[config.mk]
export PLATFORM = sky130hd
export DESIGN_NAME = if_fetch_unit
export DESIGN_NICKNAME = d
export VERILOG_FILES = /design/src/rtl/if_fetch_unit.sv
export SDC_FILE = /design/constraint.sdc
export NUM_CORES = 1
export LEC_CHECK = 0
export BUFFER_PORTS_ARGS = -buffer_cell sky130_fd_sc_hd__buf_2
export CORE_MARGIN = 8
export CORE_UTILIZATION = 53
export CTS_CLUSTER_DIAMETER = 50
export CTS_CLUSTER_SIZE = 14
export DETAILED_ROUTE_END_ITERATION = 8
export PLACE_DENSITY_LB_ADDON = 0.1
export SKIP_CTS_REPAIR_TIMING = 1
export SYNTH_ARGS = -nofsm -noshare
export SYNTH_HDL_FRONTEND = slang
export SYNTH_SLANG_ARGS = --single-unit
[constraint.sdc]
create_clock -name clk -period 3.6 [get_ports clk]
set_input_delay 0.36 -clock clk [delete_from_list [all_inputs] [get_ports clk]]
set_output_delay 0.36 -clock clk [all_outputs]
set_load 0.05 [all_outputs]
[src/rtl/if_fetch_unit.sv]
// if_fetch_unit: instruction fetch front-end. Issues sequential fetch
// addresses under a credit limit, buffers in-order responses with their PCs
// in a circular queue and flushes everything on a branch redirect.
// Optional build macro FETCH_PERF_EN adds the perf_fetched / perf_dropped
// saturating event counters.
module if_fetch_unit #(
    parameter int unsigned DEPTH    = 4,
    parameter logic [63:0] RESET_PC = 64'h0
) (
    input  logic        clk,
    input  logic        reset,
    output logic        imem_req_valid,
    input  logic        imem_req_ready,
    output logic [63:0] imem_req_addr,
    input  logic        imem_resp_valid,
    input  logic [31:0] imem_resp_data,
    input  logic        redirect,
    input  logic [63:0] redirect_pc,
    output logic        out_valid,
    output logic [63:0] out_pc,
    output logic [31:0] out_instruction,
    input  logic        out_ready
`ifdef FETCH_PERF_EN
    ,
    output logic [31:0] perf_fetched,
    output logic [31:0] perf_dropped
`endif
);
    localparam int unsigned CW = $clog2(DEPTH + 1);
    localparam int unsigned AW = $clog2(DEPTH);

    logic [63:0]   fetch_pc;
    logic [63:0]   resp_pc;
    logic [CW-1:0] outstanding;
    logic [CW-1:0] discard;
    logic [CW-1:0] occupancy;
    logic [AW-1:0] head;
    logic [AW-1:0] tail;
    logic [63:0]   pc_mem    [DEPTH];
    logic [31:0]   instr_mem [DEPTH];

    logic          req_fire;
    logic          push;
    logic          pop;
    logic          queue_nonempty;
    logic [CW:0]   in_flight;
    logic [CW-1:0] outstanding_after_resp;

    // Credit check, handshakes and head presentation.
    always_comb begin
        in_flight              = {1'b0, outstanding} + {1'b0, occupancy};
        imem_req_valid         = !reset && !redirect && (in_flight < (CW+1)'(DEPTH));
        req_fire               = imem_req_valid && imem_req_ready;
        queue_nonempty         = (occupancy != '0);
        out_valid              = !redirect && queue_nonempty;
        pop                    = out_valid && out_ready;
        push                   = imem_resp_valid && !redirect && (discard == '0);
        outstanding_after_resp = outstanding - CW'(imem_resp_valid);
        imem_req_addr          = fetch_pc;
        out_pc                 = queue_nonempty ? pc_mem[head]    : 64'h0;
        out_instruction        = queue_nonempty ? instr_mem[head] : 32'h0;
    end

    // PCs, counters and queue pointers; redirect overrides all other events.
    always_ff @(posedge clk) begin
        if (reset) begin
            fetch_pc    <= RESET_PC;
            resp_pc     <= RESET_PC;
            outstanding <= '0;
            discard     <= '0;
            occupancy   <= '0;
            head        <= '0;
            tail        <= '0;
        end else if (redirect) begin
            // Everything still in flight after this cycle belongs to the
            // abandoned path and must be swallowed on return.
            fetch_pc    <= redirect_pc;
            resp_pc     <= redirect_pc;
            outstanding <= outstanding_after_resp;
            discard     <= outstanding_after_resp;
            occupancy   <= '0;
            head        <= '0;
            tail        <= '0;
        end else begin
            if (req_fire) fetch_pc <= fetch_pc + 64'd4;
            if (push) begin
                resp_pc <= resp_pc + 64'd4;
                tail    <= tail + 1'b1;
            end
            if (pop) head <= head + 1'b1;
            if (imem_resp_valid && (discard != '0)) discard <= discard - 1'b1;
            outstanding <= outstanding + CW'(req_fire) - CW'(imem_resp_valid);
            occupancy   <= occupancy + CW'(push) - CW'(pop);
        end
    end

    // Queue storage; the credit limit guarantees the tail slot is free.
    always_ff @(posedge clk) begin
        if (push && !reset) begin
            pc_mem[tail]    <= resp_pc;
            instr_mem[tail] <= imem_resp_data;
        end
    end

`ifdef FETCH_PERF_EN
    logic drop;

    // A response is lost either to a pending discard or to a same-cycle redirect.
    always_comb begin
        drop = imem_resp_valid && (redirect || (discard != '0));
    end

    // Saturating pop and drop counters.
    always_ff @(posedge clk) begin
        if (reset) begin
            perf_fetched <= '0;
            perf_dropped <= '0;
        end else begin
            if (pop && (perf_fetched != '1)) perf_fetched <= perf_fetched + 32'd1;
            if (drop && (perf_dropped != '1)) perf_dropped <= perf_dropped + 32'd1;
        end
    end
`endif

endmodule

==> results of run 1 <==
per-layer routing:
| layer | vias up | GRT usage, % | part of all wire, % |
|---|---|---|---|
| met5 | - | 0 | 0.018 |
| met1 | 7348 | 32.0 | 45 |
| met4 | 2 | 5.05 | 1.7 |
| met2 | 530 | 36.0 | 46 |
| met3 | 71 | 5.01 | 6.7 |
| li1 | 6779 | - | - |
flip-flops by register name (all words and copies together) (netlist names), named ones only:
signal	flops
pc_mem	256
instr_mem	128
outstanding	3
imem_req_addr	64
head	2
discard	3
resp_pc	64
occupancy	3
tail	2
critical path, cell delays in order (launching register included):
cell and delay (ps):
dfxtp_4 600, buf_4 360, mux4_2 540, nor2b_1 180
buf_2 250
power breakdown:
group / leakage, nW / switching [mW] / internal (mW)
combinational: 3.64 / 0.767 / 0.359
sequential: 4.69 / 0.212 / 6.67
clock: 0.764 / 2.21 / 2.92
total: 9.09 / 3.19 / 9.95
metrics by stage:
step,utilization (%),hold slack (ps),setup WS (ps),area [µm²],instances
final,62.9,15.6,703,26300,2488
after global routing,62.9,0.276,533,26300,2488
after CTS,62.4,-50.8,586,26100,2466
after detailed placement,58.6,453,905,24500,2380
after global placement,58.6,445,924,24500,2380
after floorplan,-,459,24.4,22500,1638
kinds of logic (layout without fill, tap and decap cells):
| family | Yosys count | count (layout) |
|---|---|---|
| simple gates | 551 | 551 |
| flops | 527 | 527 |
| compound gates | 214 | 214 |
| buf+inv | 136 | 447 |
| mux | 104 | 104 |
| xor+xnor | 88 | 88 |
| fa+ha+maj | 18 | 18 |
area by class of cell:
cell class / instances / share of cell area, %
clock inverters: 15 / 0.703
multi-input cells: 975 / 28.7
flip-flops and latches: 527 / 54.7
clock buffers: 71 / 5.29
well taps: 539 / 2.56
inverters: 42 / 0.608
repair buffers: 319 / 7.43
synthesized netlist by cell type (all sizes together) (4+ instances only):
library cell  count
and3             21
nor2b            99
o22ai            21
nor2            103
clkbuf           75
dfxtp           143
nor4             31
edfxtp          384
nand3b            4
a221oi            4
xnor2            60
xor2             28
o21ai            31
o21a              4
nand2           101
a311oi            5
buf              19
a21oi            56
a21boi           19
a211oi           18
or4               7
nor3             37
inv              42
o21bai            4
o31a              4
mux4             96
ha               16
a31oi            28
nand4            51
and2             20
nand3            39
or3              10
o211ai            6
and4             16
mux2i             7
a22oi             4
cell usage in the layout (no fill, tap or decap), drive strengths merged, types with 4 or more instances in the layout:
cell	netlist	layout
or3	10	10
and4	16	16
dfxtp	143	143
o21bai	4	4
nand3b	4	4
a21boi	19	19
buf	19	297
a211oi	18	18
and2	20	20
and3	21	21
nand2	101	101
mux4	96	96
a31oi	28	28
inv	42	48
o31a	4	4
o211ai	6	6
nand3	39	39
xnor2	60	60
nor2b	99	99
o21a	4	4
nand4	51	51
mux2i	7	7
ha	16	16
nor3	37	37
a221oi	4	4
edfxtp	384	384
or4	7	7
a22oi	4	4
nor2	103	103
a311oi	5	5
a21oi	56	56
clkbuf	75	71
o22ai	21	21
xor2	28	28
o21ai	31	31
nor4	31	31
dlygate4sd3	0	22
worst paths after layout:
path | start | end | slack, ps | depth (start not counted)
worst max-delay path | register | out_pc[19] | 700 | 4
worst max register to register | imem_req_addr[11]$_SDFFE_PP0N_ | imem_req_addr[56]$_SDFFE_PP0N_ | 890 | 6
worst min-delay path | imem_resp_data[10] | instr_mem[0][10]$_DFFE_PP_ | 20 | 1
worst min register to register | imem_req_addr[0]$_SDFFE_PP0P_ | imem_req_addr[0]$_SDFFE_PP0P_ | 460 | 2
==> results.py, run 1 <==
metrics = {
    "drt": {
        "dr.pass1.iters": 7,
        "viasPerCell": 5.92,
        "wl_um": 56700,
        "vias": 14700,
        "ant_nets": 0,
        "wl_per_cell_um": 22.8,
        "drc": 0,
        "drtIter0Drc": 1187,
    },
    "clock_network": {
        "cts_max_level": 2,
        "tritoncts": "built",
        "clkLatencyLatePin_ps": 590,
        "clock-sinks": 527,
        "path_clk_slew_ps": 60,
        "cts_buffer_depth": 3,
        "cts_buffers": 49,
        "clockRootBuffer": "clkbuf_16",
    },
    "logic_synthesis": {
        "synth-async-reset-ratio_pct": 0,
        "yosys.area.top_type": "edfxtp_1",
        "synthTopCellsByArea": "edfxtp_1 (51%), dfxtp_1 (13%), mux4_2 (9.6%), nor2b_1 (2.8%), xnor2_1 (2.3%)",
        "avgSynthCellArea_um2": 13.7,
        "synth_compound_area_share_pct": 6.01,
        "yosysSeqAreaShare_pct": 64.1,
        "yosys.cell_types.count": 59,
        "synth_top_family_by_area": "simple AND/OR/NAND/NOR gates",
        "synth_flop_cell": "edfxtp_1",
        "netlist.area_leader.share_pct": 51.4,
        "synth-seq-cells": 527,
        "yosysWarningCount": 0,
        "synth-simple-area-share_pct": 13.1,
        "postSynthNetCount": 1758,
        "synth_area_um2": 22500,
        "synth-xor-area-share_pct": 3.43,
        "netlist_instances": 1638,
        "synthAdderAreaFrac_pct": 1.07,
        "synth_edf_count": 384,
        "synth.area.mux_share_pct": 9.99,
    },
    "timing": {
        "period_minus_slack_ps": 2900,
        "setup_violations": 0,
        "clock_skew_ps": 23.7,
        "timing.fmax_ghz": 0.345,
        "tns_ps": 0,
        "worstMarginPinSlew_ps": 1140,
        "hold_viol": 0,
        "maxSlewHeadroom_pct": 23.7,
        "rsz0062_at_grt": "false",
        "fin_crit_sh_pct": 80.5,
        "slew_violations": 0,
    },
    "cells_and_area": {
        "fillers": 3228,
        "syn2layout_area_growth_pct": 17.2,
        "drive_gt1_share_pct": 24.9,
        "multiInputGateArea_um2": 7550,
        "ff_latch_area_um2": 14400,
        "diodes": 0,
        "layout.nets": 2034,
    },
    "place": {
        "portBuffers": 263,
        "dp_hpwl_um": 37500,
        "place_congestion": 0.892,
    },
    "die": {
        "pin_count": 264,
        "die_y_um": 222,
        "dieArea_um2": 49200,
        "num_rows": 75,
        "initial_utilization_pct": 53.6,
        "chipWidth_um": 222,
        "core-area_um2": 41900,
    },
    "global_route": {
        "antenna_found_initial": 2,
        "grt_usage_pct": 22.7,
        "grt_pass1_wl_um": 87900,
        "grt_pass1_vias": 14900,
        "grt_max_degree": 97,
        "overflow": 0,
    },
    "power_and_ir_drop": {
        "power_mw": 13.1,
        "p_leak_nw": 9.09,
        "ir_drop_uv": 308,
        "power.density_nw_per_um2": 499,
    },
    "job": {
        "maxCapViolCount": 0,
    },
    "critical_path": {
        "critPathMaxFanout": 18,
        "critPathKind": "reg -> out",
        "crit_path_end_kind": "output pin",
        "critPathRequiredTime_ps": 3240,
        "start_kind": "register",
        "worstPathArrival_ps": 2540,
    },
    "worst_hold_path": {
        "hp-class": "in -> reg",
    },
    "outcome": {
        "outcome": "finished clean",
    },
}
Power figures use the tool's default switching activity.
==> run 2, diff against run 1 <==
Clock period 3.6 ns to 2.45 ns, I/O delays scaled along.
==> results.py, run 2 (synthesized netlist as in run 1, its figures left out) <==
metrics = {
    "outcome": {
        "outcome": "finished with violations",
        "violations": "negative hold slack, negative setup slack",
    },
    "critical_path": {
        "critPathMaxFanout": 10,
        "crit_path_end_kind": "output pin",
        "cp_cell_sequence": "buf_12, buf_12, mux4_2, nor2b_1, buf_2",
        "cpPeakStageDelay_ps": 550,
        "slowest_stage": "mux4_2",
        "crit_family": "multiplexers",
        "critPathKind": "reg -> out",
        "worst-path-buf-inv": 3,
        "critPathRequiredTime_ps": 2200,
        "ff2ff_setup_slack_ps": 40,
        "reg2reg_from": "occupancy[2]$_SDFF_PP0_",
        "r2r_end": "outstanding[2]$_SDFF_PP0_",
        "crit_path_frequent_cell": "buf_12",
        "worstPathArrival_ps": 2210,
        "crit_cells": 5,
        "worst_r2r_path_depth": 12,
        "start_kind": "register",
        "crit_end": "out_pc[5]",
    },
    "die": {
        "dieArea_um2": 49200,
        "chipWidth_um": 222,
        "num_rows": 75,
        "pin_count": 264,
        "die_y_um": 222,
        "initial_utilization_pct": 53.6,
        "core-area_um2": 41900,
    },
    "global_route": {
        "antenna_found_initial": 0,
        "grt_max_degree": 127,
        "grt_pass1_wl_um": 88600,
        "grt_usage_pct": 22.9,
        "overflow": 0,
        "grt_pass1_vias": 15100,
    },
    "drt": {
        "drc": 0,
        "viasPerCell": 5.85,
        "drtIter0Drc": 1420,
        "wl_um": 59000,
        "wl_per_cell_um": 22.4,
        "vias": 15400,
        "ant_nets": 0,
        "dr.pass1.iters": 5,
    },
    "cells_and_area": {
        "layout_commonest_cell": "edfxtp_1",
        "regMostFlops": "pc_mem",
        "largest_reg_flops": 256,
        "layout.nets": 2174,
        "syn2layout_area_growth_pct": 25.9,
        "fillers": 3038,
        "instances_no_fill": 2634,
        "biggestRegsByFlops": "pc_mem: 256 flops, instr_mem: 128 flops",
        "diodes": 0,
        "final_cell_mix": "edfxtp_1 (384), buf_2 (228), dfxtp_1 (116)",
        "drive_gt1_share_pct": 31.8,
    },
    "timing": {
        "maxSlewHeadroom_pct": 53.4,
        "worstMarginPinSlew_ps": 699,
        "layout_setup_ws_ps": -7.56,
        "period_minus_slack_ps": 2460,
        "holdWs_ps": -10.7,
        "fin_crit_sh_pct": 100,
        "hold_viol": 4,
        "clock_skew_ps": 17.0,
        "setup_violations": 4,
        "rsz0062_at_grt": "true",
        "timing.fmax_ghz": 0.407,
        "slew_violations": 0,
    },
    "clock_network": {
        "path_clk_slew_ps": 60,
        "cts_max_level": 2,
        "cts_buffers": 49,
        "clock-sinks": 527,
        "tritoncts": "built",
        "cts_buffer_depth": 3,
        "clockRootBuffer": "clkbuf_16",
        "clkLatencyLatePin_ps": 590,
    },
    "place": {
        "portBuffers": 263,
        "placed_cells": 2464,
        "place_congestion": 0.935,
        "dp_hpwl_um": 40000,
        "pre_cts_slack_ps": 30.2,
    },
    "worst_hold_path": {
        "hp-class": "in -> reg",
    },
    "power_and_ir_drop": {
        "p_leak_nw": 9.95,
        "power.density_nw_per_um2": 686,
        "power_mw": 19.4,
        "ir_drop_uv": 468,
    },
    "job": {
        "maxCapViolCount": 0,
    },
}
run 2: cell count changes in the layout (fill, tap and decap cells not counted), moves of 16 or more:
| cell | previous run | this run |
|---|---|---|
| dfxtp_4 | 2 | 18 |
| dfxtp_1 | 141 | 116 |
| buf_2 | 262 | 228 |
| buf_4 | 22 | 110 |
| dlygate4sd3_1 | 22 | 57 |
| buf_6 | 0 | 24 |
| nor2b_2 | 0 | 38 |
| nor2b_1 | 99 | 59 |
run 2: worst register-to-register path: cells and delay by family (launching register included):
kind / cells / cell delay [ps]
flip-flops: 1 / 360
buffers and inverters: 2 / 80
AO/OA/AOI/OAI: 1 / 150
XOR/XNOR: 2 / 280
AND/OR/NAND/NOR: 3 / 410
adder cells (fa/ha/maj): 4 / 990
run 2: per-layer routing:
metal  wire [µm]  vias to the layer above  track usage (%)
li1            -                     7063                -
met1       26400                     7678             32.6
met2       27400                      610             35.6
met3        3920                       68             4.32
met4        1220                        0             6.74
met5           0                        -                0
run 2: how the worst min path moves through the flow:
stage	startpoint	to	slack (ps)	cells past startpoint
2_1_floorplan	imem_resp_data[0]	instr_mem[0][0]$_DFFE_PP_	340	0
3_3_place_gp	imem_req_addr[0]$_SDFFE_PP0P_	imem_req_addr[0]$_SDFFE_PP0P_	450	2
3_5_place_dp	imem_req_addr[0]$_SDFFE_PP0P_	imem_req_addr[0]$_SDFFE_PP0P_	440	2
4_1_cts	imem_resp_data[18]	instr_mem[3][18]$_DFFE_PP_	-160	1
5_1_grt	redirect_pc[3]	resp_pc[3]$_SDFFE_PP0N_	0.2	3
6_report	redirect_pc[63]	resp_pc[63]$_SDFFE_PP0N_	-10	3
run 2: cell type report:
cell class	count	area, µm²	area share (%)
multi-input combinational	975	7790	27.6
tap	539	674	2.39
timing repair buffer	459	3620	12.8
clock buffer	75	1410	4.98
inverter	42	160	0.566
sequential	527	14500	51.2
clock inverter	17	141	0.500
run 2: where the power goes:
group | internal, mW | leakage (nW) | switching, mW | total (mW)
logic | 0.712 | 4.51 | 1.27 | 1.98
clock network | 4.11 | 0.743 | 3.29 | 7.40
registers | 9.79 | 4.70 | 0.225 | 10.0
run 2: through the flow:
stage / hold slack [ps] / setup TNS, ps / instance area [µm²] / utilization (%)
after global placement: 446 / 0 / 25600 / 61.1
final: -10.7 / -21.6 / 28300 / 67.6
after detailed placement: 444 / 0 / 25600 / 61.1
after floorplan: 344 / -1040 / 22800 / -
after global routing: 0.228 / -2040 / 28300 / 67.6
after CTS: -161 / -29800 / 27100 / 64.8
==> run 3, diff against run 2 <==
Settings changed: CORE_UTILIZATION 53 to 63.
Clock period 2.45 ns to 2.94 ns, I/O delays scaled along.
==> results.py, run 3 (synthesized netlist as in run 1, its figures left out) <==
metrics = {
    "outcome": {
        "outcome": "finished clean",
    },
    "place": {
        "placedInstanceArea_um2": 24900,
        "pre_cts_slack_ps": 294,
        "place_congestion": 0.918,
        "dp_hpwl_um": 39100,
        "portBuffers": 263,
    },
    "worst_hold_path": {
        "hp-class": "in -> reg",
        "worstHoldStart": "redirect_pc[58]",
        "holdPathEnd": "resp_pc[58]$_SDFFE_PP0N_",
        "hold_depth": 3,
    },
    "timing": {
        "fin_crit_sh_pct": 91.7,
        "period_minus_slack_ps": 2700,
        "rsz0062_at_grt": "false",
        "maxSlewHeadroom_pct": 33.9,
        "worstMarginPinSlew_ps": 987,
        "clock_skew_ps": 16.9,
        "hold_viol": 0,
        "slew_violations": 0,
        "timing.fmax_ghz": 0.371,
        "tns_ps": 0,
        "layout_setup_ws_ps": 243,
        "setup_violations": 0,
    },
    "clock_network": {
        "tritoncts": "built",
        "cts_buffer_depth": 3,
        "cts_max_level": 2,
        "path_clk_slew_ps": 70,
        "clock-sinks": 527,
        "clkLatencyLatePin_ps": 570,
        "clockRootBuffer": "clkbuf_16",
        "cts_buffers": 49,
    },
    "critical_path": {
        "slowest_stage": "mux4_2",
        "worstPathArrival_ps": 2400,
        "r2r_end": "imem_req_addr[56]$_SDFFE_PP0N_",
        "reg2reg_from": "imem_req_addr[22]$_SDFFE_PP0N_",
        "critPathKind": "reg -> out",
        "critPathRequiredTime_ps": 2650,
        "start_kind": "register",
        "worst_r2r_path_depth": 6,
        "crit_path_end_kind": "output pin",
        "critPathMaxFanout": 30,
        "cpPeakStageDelay_ps": 560,
        "cp_cell_sequence": "buf_12, mux4_2, nor2b_1, buf_2",
        "ff2ff_setup_slack_ps": 260,
    },
    "drt": {
        "viasPerCell": 6.16,
        "vias": 15200,
        "wl_um": 58300,
        "wl_met3_um": 5310,
        "ant_nets": 0,
        "wl_met1_um": 23800,
        "wl_per_cell_um": 23.7,
        "dr.pass1.iters": 5,
        "drtIter0Drc": 1251,
        "drc": 0,
        "maxUsedRoutingLayer": "met5",
        "dr_wl_met2_um": 27700,
    },
    "global_route": {
        "grt_max_degree": 127,
        "grt_usage_pct": 27.1,
        "overflow": 0,
        "grt_pass1_vias": 15100,
        "grt_pass1_wl_um": 87800,
        "antenna_found_initial": 1,
    },
    "cells_and_area": {
        "final_cell_mix": "edfxtp_1 (384), buf_2 (262), dfxtp_1 (131)",
        "regMostFlops": "pc_mem",
        "diodes": 0,
        "layout.nets": 2077,
        "layout_commonest_cell": "edfxtp_1",
        "utilization_pct": 75.7,
        "design_area_um2": 26700,
        "biggestRegsByFlops": "pc_mem: 256 flops, instr_mem: 128 flops",
        "drive_gt1_share_pct": 26.6,
        "largest_reg_flops": 256,
        "syn2layout_area_growth_pct": 19.0,
    },
    "die": {
        "core-area_um2": 35300,
        "chipWidth_um": 205,
        "num_rows": 69,
        "pin_count": 264,
        "initial_utilization_pct": 63.6,
        "die_y_um": 205,
        "dieArea_um2": 41900,
    },
    "power_and_ir_drop": {
        "ir_drop_uv": 486,
        "p_leak_nw": 9.30,
        "power.density_nw_per_um2": 594,
        "power_mw": 15.9,
    },
    "job": {
        "maxCapViolCount": 0,
    },
}
## run 3: cell count changes in the layout (fill, tap and decap cells not counted), sizes merged
cell         change
bufinv           -1
dlygate4sd3     -23
clkbuf           -6
buf             -67
inv              -1
## run 3: worst max-delay path: cells and delay by family, from the launching register on
family,cells,cell delay (ps)
buf+inv,2,540
simple gates,1,160
flops,1,550
mux,1,560
## run 3: power breakdown
part	internal, mW	switching [mW]	total, mW
combinational	0.477	0.975	1.45
sequential	8.16	0.237	8.40
clock	3.30	2.73	6.03
total	11.9	3.94	15.9
## run 3: layer usage
layer	GRT usage (%)	up-vias
met2	43.2	736
met3	5.47	86
met1	37.6	7455
met4	8.07	2
met5	0	-
li1	-	6874
## run 3: area by class of cell
class	instances	area, µm²
sequential	527	14400
fill	2224	8590
multi-input combinational	975	7610
timing repair buffer	362	2440
clock buffer	76	1390
tap	461	577
inverter	42	159
clock inverter	15	123
## run 3: per-stage QoR
stage / std cells / hold slack, ps
global route: 2458 / 12.6
CTS: 2423 / -78.7
floorplan: 1638 / 393
detailed placement: 2332 / 455
finish: 2458 / 10.9
global placement: 2332 / 449
## run 3: worst max-delay path by stage
stage	startpoint	slack [ps]	end	cells after the start
floorplan	occupancy[2]$_SDFF_PP0_	-20	outstanding[2]$_SDFF_PP0_	17
global placement	imem_req_addr[11]$_SDFFE_PP0N_	330	imem_req_addr[56]$_SDFFE_PP0N_	6
detailed placement	imem_req_addr[11]$_SDFFE_PP0N_	290	imem_req_addr[56]$_SDFFE_PP0N_	6
CTS	register	40	out_pc[45]	4
global route	register	140	out_pc[43]	4
finish	register	240	out_instruction[25]	4
